[src/rtl/uart_rx.sv]
// uart_rx: memory-mapped 8N1 UART receiver with a small byte FIFO.
// The serial line is synchronised, deserialised LSB first and queued.
// The CPU reads DATA (which pops the head) or STATUS (which clears the sticky flags)
// through the same address window as the transmit side.
module uart_rx #(
  parameter int LOGD         = 7,
  parameter int CLKS_PER_BIT = 868,
  parameter int LOGF         = 2
) (
  input  logic        clk,
  input  logic        i_reset,
  input  logic        uart_txd_in,
  input  logic        rd_valid,
  input  logic [31:0] rd_addr,
  output logic [31:0] rd_data,
  output logic        rx_nonempty
);

  localparam int            DEPTH     = 1 << LOGF;
  localparam int            CW        = $clog2(CLKS_PER_BIT + 1);
  localparam logic [CW-1:0] BIT_CNT   = CW'(CLKS_PER_BIT);
  localparam logic [CW-1:0] HALF_CNT  = CW'(CLKS_PER_BIT / 2);
  localparam logic [LOGF:0] DEPTH_CNT = (LOGF + 1)'(DEPTH);

  typedef enum logic [2:0] {
    S_IDLE,
    S_START,
    S_DATA,
    S_STOP,
    S_WAIT_HIGH
  } state_t;

  // Receiver state
  logic [1:0]      sync_q;
  logic            rxs;
  state_t          state_q, state_d;
  logic [CW-1:0]   cnt_q, cnt_d;
  logic [2:0]      idx_q, idx_d;
  logic [7:0]      sh_q, sh_d;
  logic            cnt_done;
  logic            push;
  logic            ferr_set;

  // FIFO and flags
  logic [7:0]      mem [DEPTH];
  logic [LOGF-1:0] wr_ptr_q, rd_ptr_q;
  logic [LOGF:0]   count_q, count_d;
  logic            ferr_q, ovr_q;
  logic            nonempty, full, pop, do_write, ovr_set;

  // Bus decode
  logic            hit, data_rd, stat_rd;
  logic [31:0]     status_word;
  logic            unused_addr;

  assign rxs      = sync_q[1];
  assign cnt_done = (cnt_q == CW'(1));

  // Synchroniser and receiver registers.
  // NOTE: sequential state uses non-blocking (<=) so every flop samples pre-edge values.
  always_ff @(posedge clk) begin
    if (i_reset) begin
      sync_q  <= 2'b11;
      state_q <= S_IDLE;
      cnt_q   <= '0;
      idx_q   <= '0;
      sh_q    <= '0;
    end else begin
      sync_q  <= {sync_q[0], uart_txd_in};
      state_q <= state_d;
      cnt_q   <= cnt_d;
      idx_q   <= idx_d;
      sh_q    <= sh_d;
    end
  end

  // Frame FSM: bit timing, sampling, push and framing-error detection.
  // NOTE: every output is given a default first so no path leaves a latch.
  always_comb begin
    state_d  = state_q;
    cnt_d    = cnt_q;
    idx_d    = idx_q;
    sh_d     = sh_q;
    push     = 1'b0;
    ferr_set = 1'b0;
    unique case (state_q)
      S_IDLE: begin
        if (!rxs) begin
          state_d = S_START;
          cnt_d   = HALF_CNT;
        end
      end
      S_START: begin
        if (!cnt_done) begin
          cnt_d = cnt_q - CW'(1);
        end else if (!rxs) begin
          state_d = S_DATA;
          idx_d   = '0;
          cnt_d   = BIT_CNT;
        end else begin
          state_d = S_IDLE;  // glitch: start bit did not last to mid-bit
        end
      end
      S_DATA: begin
        if (!cnt_done) begin
          cnt_d = cnt_q - CW'(1);
        end else begin
          sh_d  = {rxs, sh_q[7:1]};
          idx_d = idx_q + 3'd1;
          cnt_d = BIT_CNT;
          if (idx_q == 3'd7) state_d = S_STOP;
        end
      end
      S_STOP: begin
        if (!cnt_done) begin
          cnt_d = cnt_q - CW'(1);
        end else if (rxs) begin
          push    = 1'b1;
          state_d = S_IDLE;
        end else begin
          ferr_set = 1'b1;
          state_d  = S_WAIT_HIGH;  // wait out a break so it flags only once
        end
      end
      S_WAIT_HIGH: begin
        if (rxs) state_d = S_IDLE;
      end
      default: state_d = S_IDLE;
    endcase
  end

  // Remaining address bits are don't-cares for this block.
  assign unused_addr = ^rd_addr;

  assign hit      = rd_valid && rd_addr[LOGD];
  assign data_rd  = hit && !rd_addr[2];
  assign stat_rd  = hit && rd_addr[2];

  assign nonempty = (count_q != '0);
  assign full     = (count_q == DEPTH_CNT);
  assign pop      = data_rd && nonempty;
  assign do_write = push && (!full || pop);
  assign ovr_set  = push && full && !pop;

  assign status_word = {{(28 - LOGF - 1){1'b0}}, count_q, ferr_q, ovr_q, full, nonempty};

  // Next FIFO occupancy from the write/pop pair.
  always_comb begin
    count_d = count_q;
    if (do_write && !pop)      count_d = count_q + (LOGF + 1)'(1);
    else if (!do_write && pop) count_d = count_q - (LOGF + 1)'(1);
  end

  // FIFO storage.
  // NOTE: the data array has no reset; pointers and count alone define which entries are valid.
  always_ff @(posedge clk) begin
    if (do_write) mem[wr_ptr_q] <= sh_q;
  end

  // FIFO pointers, occupancy, sticky flags and the interrupt/poll output.
  always_ff @(posedge clk) begin
    if (i_reset) begin
      wr_ptr_q    <= '0;
      rd_ptr_q    <= '0;
      count_q     <= '0;
      ferr_q      <= 1'b0;
      ovr_q       <= 1'b0;
      rx_nonempty <= 1'b0;
    end else begin
      if (do_write) wr_ptr_q <= wr_ptr_q + LOGF'(1);
      if (pop)      rd_ptr_q <= rd_ptr_q + LOGF'(1);
      count_q     <= count_d;
      // A set in the same cycle as a STATUS-read clear wins.
      ferr_q      <= ferr_set | (ferr_q & ~stat_rd);
      ovr_q       <= ovr_set  | (ovr_q  & ~stat_rd);
      rx_nonempty <= (count_d != '0);
    end
  end

  // Registered read data; holds until the next load strobe.
  always_ff @(posedge clk) begin
    if (i_reset) begin
      rd_data <= '0;
    end else if (rd_valid) begin
      if (!hit)          rd_data <= '0;
      else if (stat_rd)  rd_data <= status_word;
      else if (nonempty) rd_data <= {23'b0, 1'b1, mem[rd_ptr_q]};
      else               rd_data <= '0;
    end
  end

endmodule

[config.mk]
export PLATFORM = sky130hd
export DESIGN_NAME = uart_rx
export DESIGN_NICKNAME = d
export VERILOG_FILES = /design/src/rtl/uart_rx.sv
export SDC_FILE = /design/constraint.sdc
export NUM_CORES = 1
export LEC_CHECK = 0
export CAP_MARGIN = 0
export CORE_ASPECT_RATIO = 1.4
export CORE_MARGIN = 8
export CORE_UTILIZATION = 25
export DETAILED_ROUTE_END_ITERATION = 8
export SETUP_SLACK_MARGIN = 0.15
export SYNTH_ARGS = -nofsm -noshare
export SYNTH_HDL_FRONTEND = slang
export SYNTH_SLANG_ARGS = --single-unit
[constraint.sdc]
create_clock -name clk -period 3.1 [get_ports clk]
set_clock_uncertainty 0.15 [all_clocks]
set_input_delay 0.465 -clock clk [delete_from_list [all_inputs] [get_ports clk]]
set_output_delay 0.465 -clock clk [all_outputs]
set_load 0.01 [all_outputs]
==> impl_metrics.prom, run 1 <==
# TYPE chip_impl_metric gauge
chip_impl_metric{name="critPathMaxFanout",unit=""} 8
chip_impl_metric{name="clk_pin_slew",unit="ns"} 0.06
chip_impl_metric{name="cts.repair_timing.setup_buffer_count",unit=""} 0
chip_impl_metric{name="drt_drc_violations_left",unit=""} 0
chip_impl_metric{name="clock_tree.htree_level_count",unit=""} 3
chip_impl_metric{name="antenna_found_initial",unit=""} 0
chip_impl_metric{name="core",unit="mm^2"} 0.01438
chip_impl_metric{name="die_footprint",unit="mm^2"} 0.01882
chip_impl_metric{name="vias",unit=""} 2525
chip_impl_info{name="worst_hold_start",value="sync_q[0]"} 1
chip_impl_info{name="synth.largest_area_cell",value="edfxtp_1"} 1
chip_impl_metric{name="worst_ir_drop_vdd",unit="mV"} 0.3413
chip_impl_info{name="netlist_top_cells_count",value="dfxtp_1, nor2_1, edfxtp_1"} 1
chip_impl_metric{name="finalHoldViolCount",unit=""} 0
chip_impl_metric{name="rrSetupSlack",unit="ns"} 0.41
chip_impl_metric{name="initial_utilization",unit="%"} 25.45
chip_impl_metric{name="design.final.nets",unit=""} 402
chip_impl_metric{name="postRouteAntennaNets",unit=""} 0
chip_impl_metric{name="worst_skew_pair.late_latency",unit="ns"} 0.33
chip_impl_metric{name="drive_above_1_share",unit="%"} 11.39
chip_impl_metric{name="use_met3",unit="%"} 2.732
chip_impl_metric{name="grt_overflow_total",unit=""} 0
chip_impl_metric{name="yosys_warnings",unit=""} 0
chip_impl_metric{name="synthXorXnorAreaFrac",unit="%"} 2.154
chip_impl_info{name="cts_tree",value="yes"} 1
chip_impl_metric{name="final-max-slew-violation-count",unit=""} 0
chip_impl_metric{name="timing.hold.ws",unit="ns"} 0.2631
chip_impl_metric{name="design_area",unit="mm^2"} 0.004237
chip_impl_metric{name="dpl.hpwl",unit="um"} 5482
chip_impl_metric{name="max_freq",unit="GHz"} 0.3714
chip_impl_metric{name="setup_total_negative_slack",unit="ns"} 0
chip_impl_metric{name="timing.final.crit_share",unit="%"} 86.86
chip_impl_metric{name="synth_cells",unit=""} 341
chip_impl_metric{name="gp_congestion",unit=""} 0.8127
chip_impl_metric{name="synth.mux.area_fraction",unit="%"} 6.017
chip_impl_metric{name="synthArstFlopShare",unit="%"} 0
chip_impl_metric{name="synthToLayoutAreaGrowth",unit="%"} 15.76
chip_impl_metric{name="cts-buffers-inserted",unit=""} 9
chip_impl_metric{name="sequential_cell_area",unit="mm^2"} 0.001902
chip_impl_metric{name="grt_start_max_net_pins",unit=""} 18
chip_impl_metric{name="clock_tree.buffer_depth",unit=""} 2
chip_impl_metric{name="drt_first_iter_violations",unit=""} 250
chip_impl_metric{name="grt_pass1_vias",unit=""} 2510
chip_impl_info{name="root_buffer_master",value="clkbuf_16"} 1
chip_impl_metric{name="yosys.area.top_type_share",unit="%"} 26.26
chip_impl_metric{name="synth_cell_type_count",unit=""} 59
chip_impl_metric{name="postPlaceCellArea",unit="mm^2"} 0.003938
chip_impl_metric{name="rows",unit=""} 52
chip_impl_metric{name="synth_edf_count",unit=""} 32
chip_impl_info{name="largest_family_of_logic_cells_by_synthesized_area",value="simple AND/OR/NAND/NOR gates"} 1
chip_impl_info{name="busiest_layer",value="met2"} 1
chip_impl_metric{name="cts-hold-fix-buffers",unit=""} 0
chip_impl_metric{name="synthesized_area_fraction_occupied_by_and_or_nand_nor_cells",unit="%"} 15.66
chip_impl_info{name="setup.worst_path.end_class",value="flip-flop"} 1
chip_impl_metric{name="p_per_area",unit="mW/mm^2"} 585.3
chip_impl_metric{name="postCtsResizedCells",unit=""} 0
chip_impl_metric{name="count_of_pins_on_the_block_boundary",unit=""} 69
chip_impl_metric{name="syn_area_per_cell",unit="um^2"} 10.73
chip_impl_metric{name="max_transition_margin",unit="%"} 53.20
chip_impl_metric{name="synth_sequential_area_ratio",unit="%"} 51.97
chip_impl_metric{name="groute.usage.overall",unit="%"} 7.912
chip_impl_info{name="timing.hold.worst.class",value="flip-flop to flip-flop"} 1
chip_impl_metric{name="compound_gate_fraction_of_synth_area",unit="%"} 12.34
chip_impl_metric{name="groute.layer.met1.usage",unit="%"} 8.297
chip_impl_info{name="worst_setup_path_class",value="flip-flop to flip-flop"} 1
chip_impl_metric{name="timing.critical_path.required",unit="ns"} 2.92
chip_impl_metric{name="filler_cell_count",unit=""} 1484
chip_impl_metric{name="timing.hold.worst_path_depth",unit=""} 1
chip_impl_metric{name="wire_length_of_the_first_global_routing_pass",unit="um"} 12230
chip_impl_info{name="r2r-end",value="mem[3][2]"} 1
chip_impl_metric{name="finalWorstPathRequiredPeriod",unit="ns"} 2.693
chip_impl_metric{name="lkg_pwr",unit="nW"} 1.453
chip_impl_metric{name="antenna_cells",unit=""} 0
chip_impl_metric{name="drv.max_cap_violation_count",unit=""} 0
chip_impl_metric{name="die-height",unit="um"} 159.2
chip_impl_info{name="status",value="completed"} 1
chip_impl_metric{name="final_routed_wirelength_across_all_metal_layers",unit="um"} 7408
chip_impl_metric{name="synth-adder-area-share",unit="%"} 3.761
chip_impl_metric{name="finalPower",unit="mW"} 2.480
chip_impl_metric{name="die_w",unit="um"} 118.3
chip_impl_metric{name="synth_area",unit="mm^2"} 0.003660
chip_impl_info{name="setup_repair_after_global_routing_missed_its_margin",value="no"} 1
chip_impl_metric{name="worstMarginPinSlew",unit="ns"} 0.6999
chip_impl_metric{name="use_met2",unit="%"} 14.15
chip_impl_info{name="hold_critical_path_endpoint",value="sync_q[1]"} 1
chip_impl_metric{name="setup_slack",unit="ns"} 0.4075
chip_impl_metric{name="flop_and_latch_count_out_of_synthesis",unit=""} 79
chip_impl_info{name="ys_top_cells_by_area",value="edfxtp_1, dfxtp_1, mux4_2"} 1
chip_impl_info{name="worstSetupStartpointType",value="flip-flop"} 1
chip_impl_info{name="r2r_start",value="cnt_q[0]"} 1
chip_impl_metric{name="clock-sinks",unit=""} 79
chip_impl_metric{name="vias_per_cell",unit=""} 4.599
chip_impl_metric{name="area_used_by_multi_input_combinational_logic",unit="mm^2"} 0.001548
chip_impl_info{name="synth-main-ff-cell",value="dfxtp_1"} 1
chip_impl_metric{name="pre_cts_ws",unit="ns"} 0.2646
chip_impl_metric{name="setup_viol",unit=""} 0
chip_impl_metric{name="cp_data_arrival_time",unit="ns"} 2.52
chip_impl_info{name="synth.most_common_cell",value="dfxtp_1"} 1
chip_impl_metric{name="io_buffers",unit=""} 15
chip_impl_metric{name="routedWlPerCell",unit="um"} 13.49
chip_impl_metric{name="worstRegToRegCells",unit=""} 5
chip_impl_metric{name="drt-pass1-iter-count",unit=""} 4
-- registers in the layout (all words and copies together), names as in the netlist, 2 cells and up, named ones only --
signal    cells
cnt_q        10
count_q       3
idx_q         3
mem          32
rd_data       9
rd_ptr_q      2
sh_q          8
state_q       3
sync_q        2
wr_ptr_q      2
-- cell type report --
type,count,share of cell area (%)
Sequential cell,79,44.89
Tap cell,189,5.582
Inverter,9,0.7974
Clock inverter,6,1.418
Clock buffer,10,5.641
Multi-Input combinational cell,232,36.53
Timing Repair Buffer,24,5.139
-- critical path, stage by stage, from the launching register on --
cell and delay (ns):
dfxtp_1 0.39, ha_1 0.16, or4b_1 0.45, or3_1 0.43, nor3b_4 0.30, and2_1 0.45
-- cell usage in the layout (no fill, tap or decap), types with 5 or more instances in the layout --
cell type,instances
clkdlybuf4s50_1,15
ha_1,11
nand3_1,11
o21ai_0,6
nor2_1,36
nand2_1,23
a222oi_1,5
a21oi_1,25
buf_4,9
nor4_1,6
xnor2_1,5
dfxtp_1,47
inv_1,8
clkbuf_16,9
nor3_1,7
mux4_2,8
conb_1,23
edfxtp_1,32
-- worst max-delay path by stage --
stage	from	end	cells after the start
6_report	cnt_q[0]	mem[3][2]	5
5_1_grt	cnt_q[0]	mem[0][2]	5
4_1_cts	cnt_q[0]	mem[0][6]	5
3_5_place_dp	rd_valid	mem[0][1]	5
3_3_place_gp	rd_valid	mem[0][1]	5
2_1_floorplan	cnt_q[0]	mem[1][0]	7
-- power breakdown --
part / total, mW / internal (mW) / switching [mW] / leakage [nW]
clock: 1.04 / 0.641 / 0.399 / 0.146
sequential: 1.15 / 1.11 / 0.0428 / 0.677
combinational: 0.292 / 0.127 / 0.165 / 0.629
total: 2.48 / 1.87 / 0.607 / 1.45
-- routing by layer --
layer  part of all wire, %  up-vias
met5                     0        -
met3                   5.6       12
met4                   1.5        0
met2                    53       58
met1                    40     1220
li1                      -     1235
-- logic make-up (layout without fill, tap and decap cells) --
family                     Yosys count  after routing
and+or+nand+nor                    111            111
DFF                                 79             79
AOI/OAI and AO/OA                   66             66
buffers and inverters               52             49
muxes                               12             12
adders and majority gates           11             11
xor gates and xnor gates             9              9
other                                1             23
-- stage by stage --
step	util [%]	instances
floorplan	-	363
global placement	27.38	533
detailed placement	27.38	533
CTS	29.46	549
global route	29.46	549
finish	29.46	549
(Power assumes the default switching activity.)
==> run 2, diff against run 1 <==
- ABC_CLOCK_PERIOD_IN_PS: not set -> 3100
- PLACE_DENSITY: not set -> 0.54
==> run 2 against run 1 <==
Compared with the run above:
- wire length grew 2.7%
- critical path depth rose by 1
- cell area rose by 0.56%
- critical path type unchanged
- largest power group unchanged
==> impl_metrics.prom, run 2 (synthesis results as in run 1) <==
# TYPE chip_impl_metric gauge
chip_impl_info{name="hold_critical_path_endpoint",value="sync_q[1]"} 1
chip_impl_metric{name="drv.max_cap_violation_count",unit=""} 0
chip_impl_metric{name="postRouteAntennaNets",unit=""} 0
chip_impl_info{name="leading_cell_types_in_the_layout_fill_and_taps_excluded",value="dfxtp_1, nor2_1, edfxtp_1, a21oi_1"} 1
chip_impl_metric{name="drt_first_iter_violations",unit=""} 213
chip_impl_metric{name="clk_pin_slew",unit="ns"} 0.06
chip_impl_metric{name="max_freq",unit="GHz"} 0.3612
chip_impl_metric{name="largest_reg_flops",unit=""} 32
chip_impl_info{name="r2r-end",value="mem[3][0]"} 1
chip_impl_metric{name="finalPower",unit="mW"} 2.493
chip_impl_info{name="top_regs",value="mem x32, cnt_q x10, rd_data x9"} 1
chip_impl_metric{name="setup_slack",unit="ns"} 0.3314
chip_impl_metric{name="dpl.hpwl",unit="um"} 5496
chip_impl_metric{name="clock_tree.htree_level_count",unit=""} 3
chip_impl_metric{name="final-max-slew-violation-count",unit=""} 0
chip_impl_metric{name="setup_viol",unit=""} 0
chip_impl_metric{name="groute.usage.overall",unit="%"} 8.396
chip_impl_metric{name="count_of_pins_on_the_block_boundary",unit=""} 69
chip_impl_metric{name="combPwrFrac",unit="%"} 11.7
chip_impl_metric{name="antenna_found_initial",unit=""} 0
chip_impl_metric{name="seqPwrFrac",unit="%"} 46.1
chip_impl_info{name="worst_setup_path_class",value="flip-flop to flip-flop"} 1
chip_impl_metric{name="netSwitchingFraction",unit="%"} 24.11
chip_impl_metric{name="rrSetupSlack",unit="ns"} 0.33
chip_impl_metric{name="timing.hold.ws",unit="ns"} 0.2587
chip_impl_metric{name="vias_per_cell",unit=""} 4.681
chip_impl_metric{name="timing.critical_path.required",unit="ns"} 2.99
chip_impl_metric{name="max_transition_margin",unit="%"} 53.40
chip_impl_metric{name="cts-hold-fix-buffers",unit=""} 0
chip_impl_metric{name="clock-sinks",unit=""} 79
chip_impl_metric{name="design_area",unit="mm^2"} 0.004260
chip_impl_metric{name="grt_overflow_total",unit=""} 0
chip_impl_metric{name="finish.utilization",unit="%"} 29.63
chip_impl_metric{name="drt_drc_violations_left",unit=""} 0
chip_impl_metric{name="routedWlPerCell",unit="um"} 13.80
chip_impl_metric{name="timing.hold.worst_path_depth",unit=""} 1
chip_impl_metric{name="setup_total_negative_slack",unit="ns"} 0
chip_impl_metric{name="io_buffers",unit=""} 15
chip_impl_info{name="root_buffer_master",value="clkbuf_16"} 1
chip_impl_metric{name="timing.final.crit_share",unit="%"} 89.31
chip_impl_info{name="setup_repair_after_global_routing_missed_its_margin",value="no"} 1
chip_impl_metric{name="p_per_area",unit="mW/mm^2"} 585.1
chip_impl_metric{name="worstMarginPinSlew",unit="ns"} 0.6990
chip_impl_metric{name="gp_congestion",unit=""} 0.7990
chip_impl_metric{name="p_sw",unit="mW"} 0.6010
chip_impl_info{name="status",value="completed"} 1
chip_impl_metric{name="vias",unit=""} 2579
chip_impl_metric{name="cell_int_power",unit="mW"} 1.892
chip_impl_info{name="worstSetupStartpointType",value="flip-flop"} 1
chip_impl_metric{name="finalWorstPathRequiredPeriod",unit="ns"} 2.769
chip_impl_metric{name="core",unit="mm^2"} 0.01438
chip_impl_metric{name="clock_tree.buffer_depth",unit=""} 2
chip_impl_metric{name="die_w",unit="um"} 118.3
chip_impl_metric{name="antenna_cells",unit=""} 0
chip_impl_info{name="timing.hold.worst.class",value="flip-flop to flip-flop"} 1
chip_impl_info{name="layout.cells.most_common",value="dfxtp_1"} 1
chip_impl_metric{name="die_footprint",unit="mm^2"} 0.01882
chip_impl_info{name="worst_hold_start",value="sync_q[0]"} 1
chip_impl_metric{name="worstRegToRegCells",unit=""} 6
chip_impl_metric{name="worst_ir_drop_vdd",unit="mV"} 0.2289
chip_impl_metric{name="cts-buffers-inserted",unit=""} 9
chip_impl_metric{name="drt-pass1-iter-count",unit=""} 5
chip_impl_metric{name="clkPwrFrac",unit="%"} 42.3
chip_impl_metric{name="design.final.nets",unit=""} 404
chip_impl_metric{name="wire_length_of_the_first_global_routing_pass",unit="um"} 12490
chip_impl_info{name="top_register",value="mem"} 1
chip_impl_metric{name="critPathMaxFanout",unit=""} 8
chip_impl_metric{name="dp.cells",unit=""} 535
chip_impl_metric{name="lkg_pwr",unit="nW"} 1.463
chip_impl_metric{name="initial_utilization",unit="%"} 25.45
chip_impl_metric{name="drive_above_1_share",unit="%"} 11.33
chip_impl_metric{name="worst_skew_pair.late_latency",unit="ns"} 0.33
chip_impl_metric{name="count_of_non_filler_cells_in_the_finished_layout",unit=""} 551
chip_impl_metric{name="grt_start_max_net_pins",unit=""} 21
chip_impl_metric{name="final_routed_wirelength_across_all_metal_layers",unit="um"} 7605
chip_impl_info{name="cts_tree",value="yes"} 1
chip_impl_metric{name="postPlaceCellArea",unit="mm^2"} 0.003953
chip_impl_metric{name="synthToLayoutAreaGrowth",unit="%"} 16.41
chip_impl_metric{name="rows",unit=""} 52
chip_impl_metric{name="finalHoldViolCount",unit=""} 0
chip_impl_metric{name="cp_data_arrival_time",unit="ns"} 2.66
chip_impl_info{name="setup.worst_path.end_class",value="flip-flop"} 1
chip_impl_metric{name="grt_pass1_vias",unit=""} 2493
chip_impl_info{name="r2r_start",value="cnt_q[0]"} 1
chip_impl_metric{name="die-height",unit="um"} 159.2
chip_impl_metric{name="pre_cts_ws",unit="ns"} 0.3387
run 2: changes by cell type in the layout (fill, tap and decap cells not counted), sizes merged:
cell    before  now
buf          9   11
clkbuf      10   13
clkinv       5    2
run 2: how the worst max path moves through the flow:
stage,start,end,slack (ns),depth (start not counted)
global placement,cnt_q[0],mem[2][2],0.40,6
floorplan,cnt_q[0],mem[1][0],0.47,7
global route,cnt_q[0],mem[3][0],0.20,6
detailed placement,cnt_q[0],mem[3][0],0.34,6
CTS,cnt_q[0],mem[3][0],0.33,6
finish,cnt_q[0],mem[3][0],0.33,6
run 2: layer usage:
metal	vias to the layer above	track usage, %	share of wire (%)
met1	1236	8.488	39
li1	1238	-	-
met4	0	5.611	2.9
met3	17	3.052	6.4
met2	88	14.23	51
met5	-	0	0
run 2: power groups by stage:
stage | combinational, mW | clock [mW] | sequential, mW
after global placement | 0.280 | 0 | 1.17
after CTS | 0.287 | 1.07 | 1.15
after floorplan | 0.243 | 0 | 1.15
after detailed placement | 0.285 | 0 | 1.17
final | 0.290 | 1.05 | 1.15
after global routing | 0.325 | 1.13 | 1.15
run 2: cell type report:
type / count / area [um^2]
tap: 189 / 236.5
sequential: 79 / 1902
inverter: 9 / 33.78
clock buffer: 13 / 260.3
multi-input combinational: 232 / 1554
timing repair buffer: 26 / 232.7
fill: 1491 / 10120
clock inverter: 3 / 41.29
run 2: critical path, stage by stage, from the launching register on:
cell,delay [ns]
dfxtp_1,0.39
ha_1,0.17
or4b_1,0.61
or3_1,0.46
nor3b_4,0.31
and2_1,0.18
buf_4,0.18
run 2: what timing repair did:
action                                  4_1_cts  5_1_grt
resized for setup                             0        1
endpoints found under the setup margin        0        1
buffers inserted                              0        0
==> run 3, diff against run 2 <==
- SKIP_LAST_GASP: not set -> 1
==> results of run 3 <==
Same layout as run 2: the final DEF is identical, and so are final timing and power.
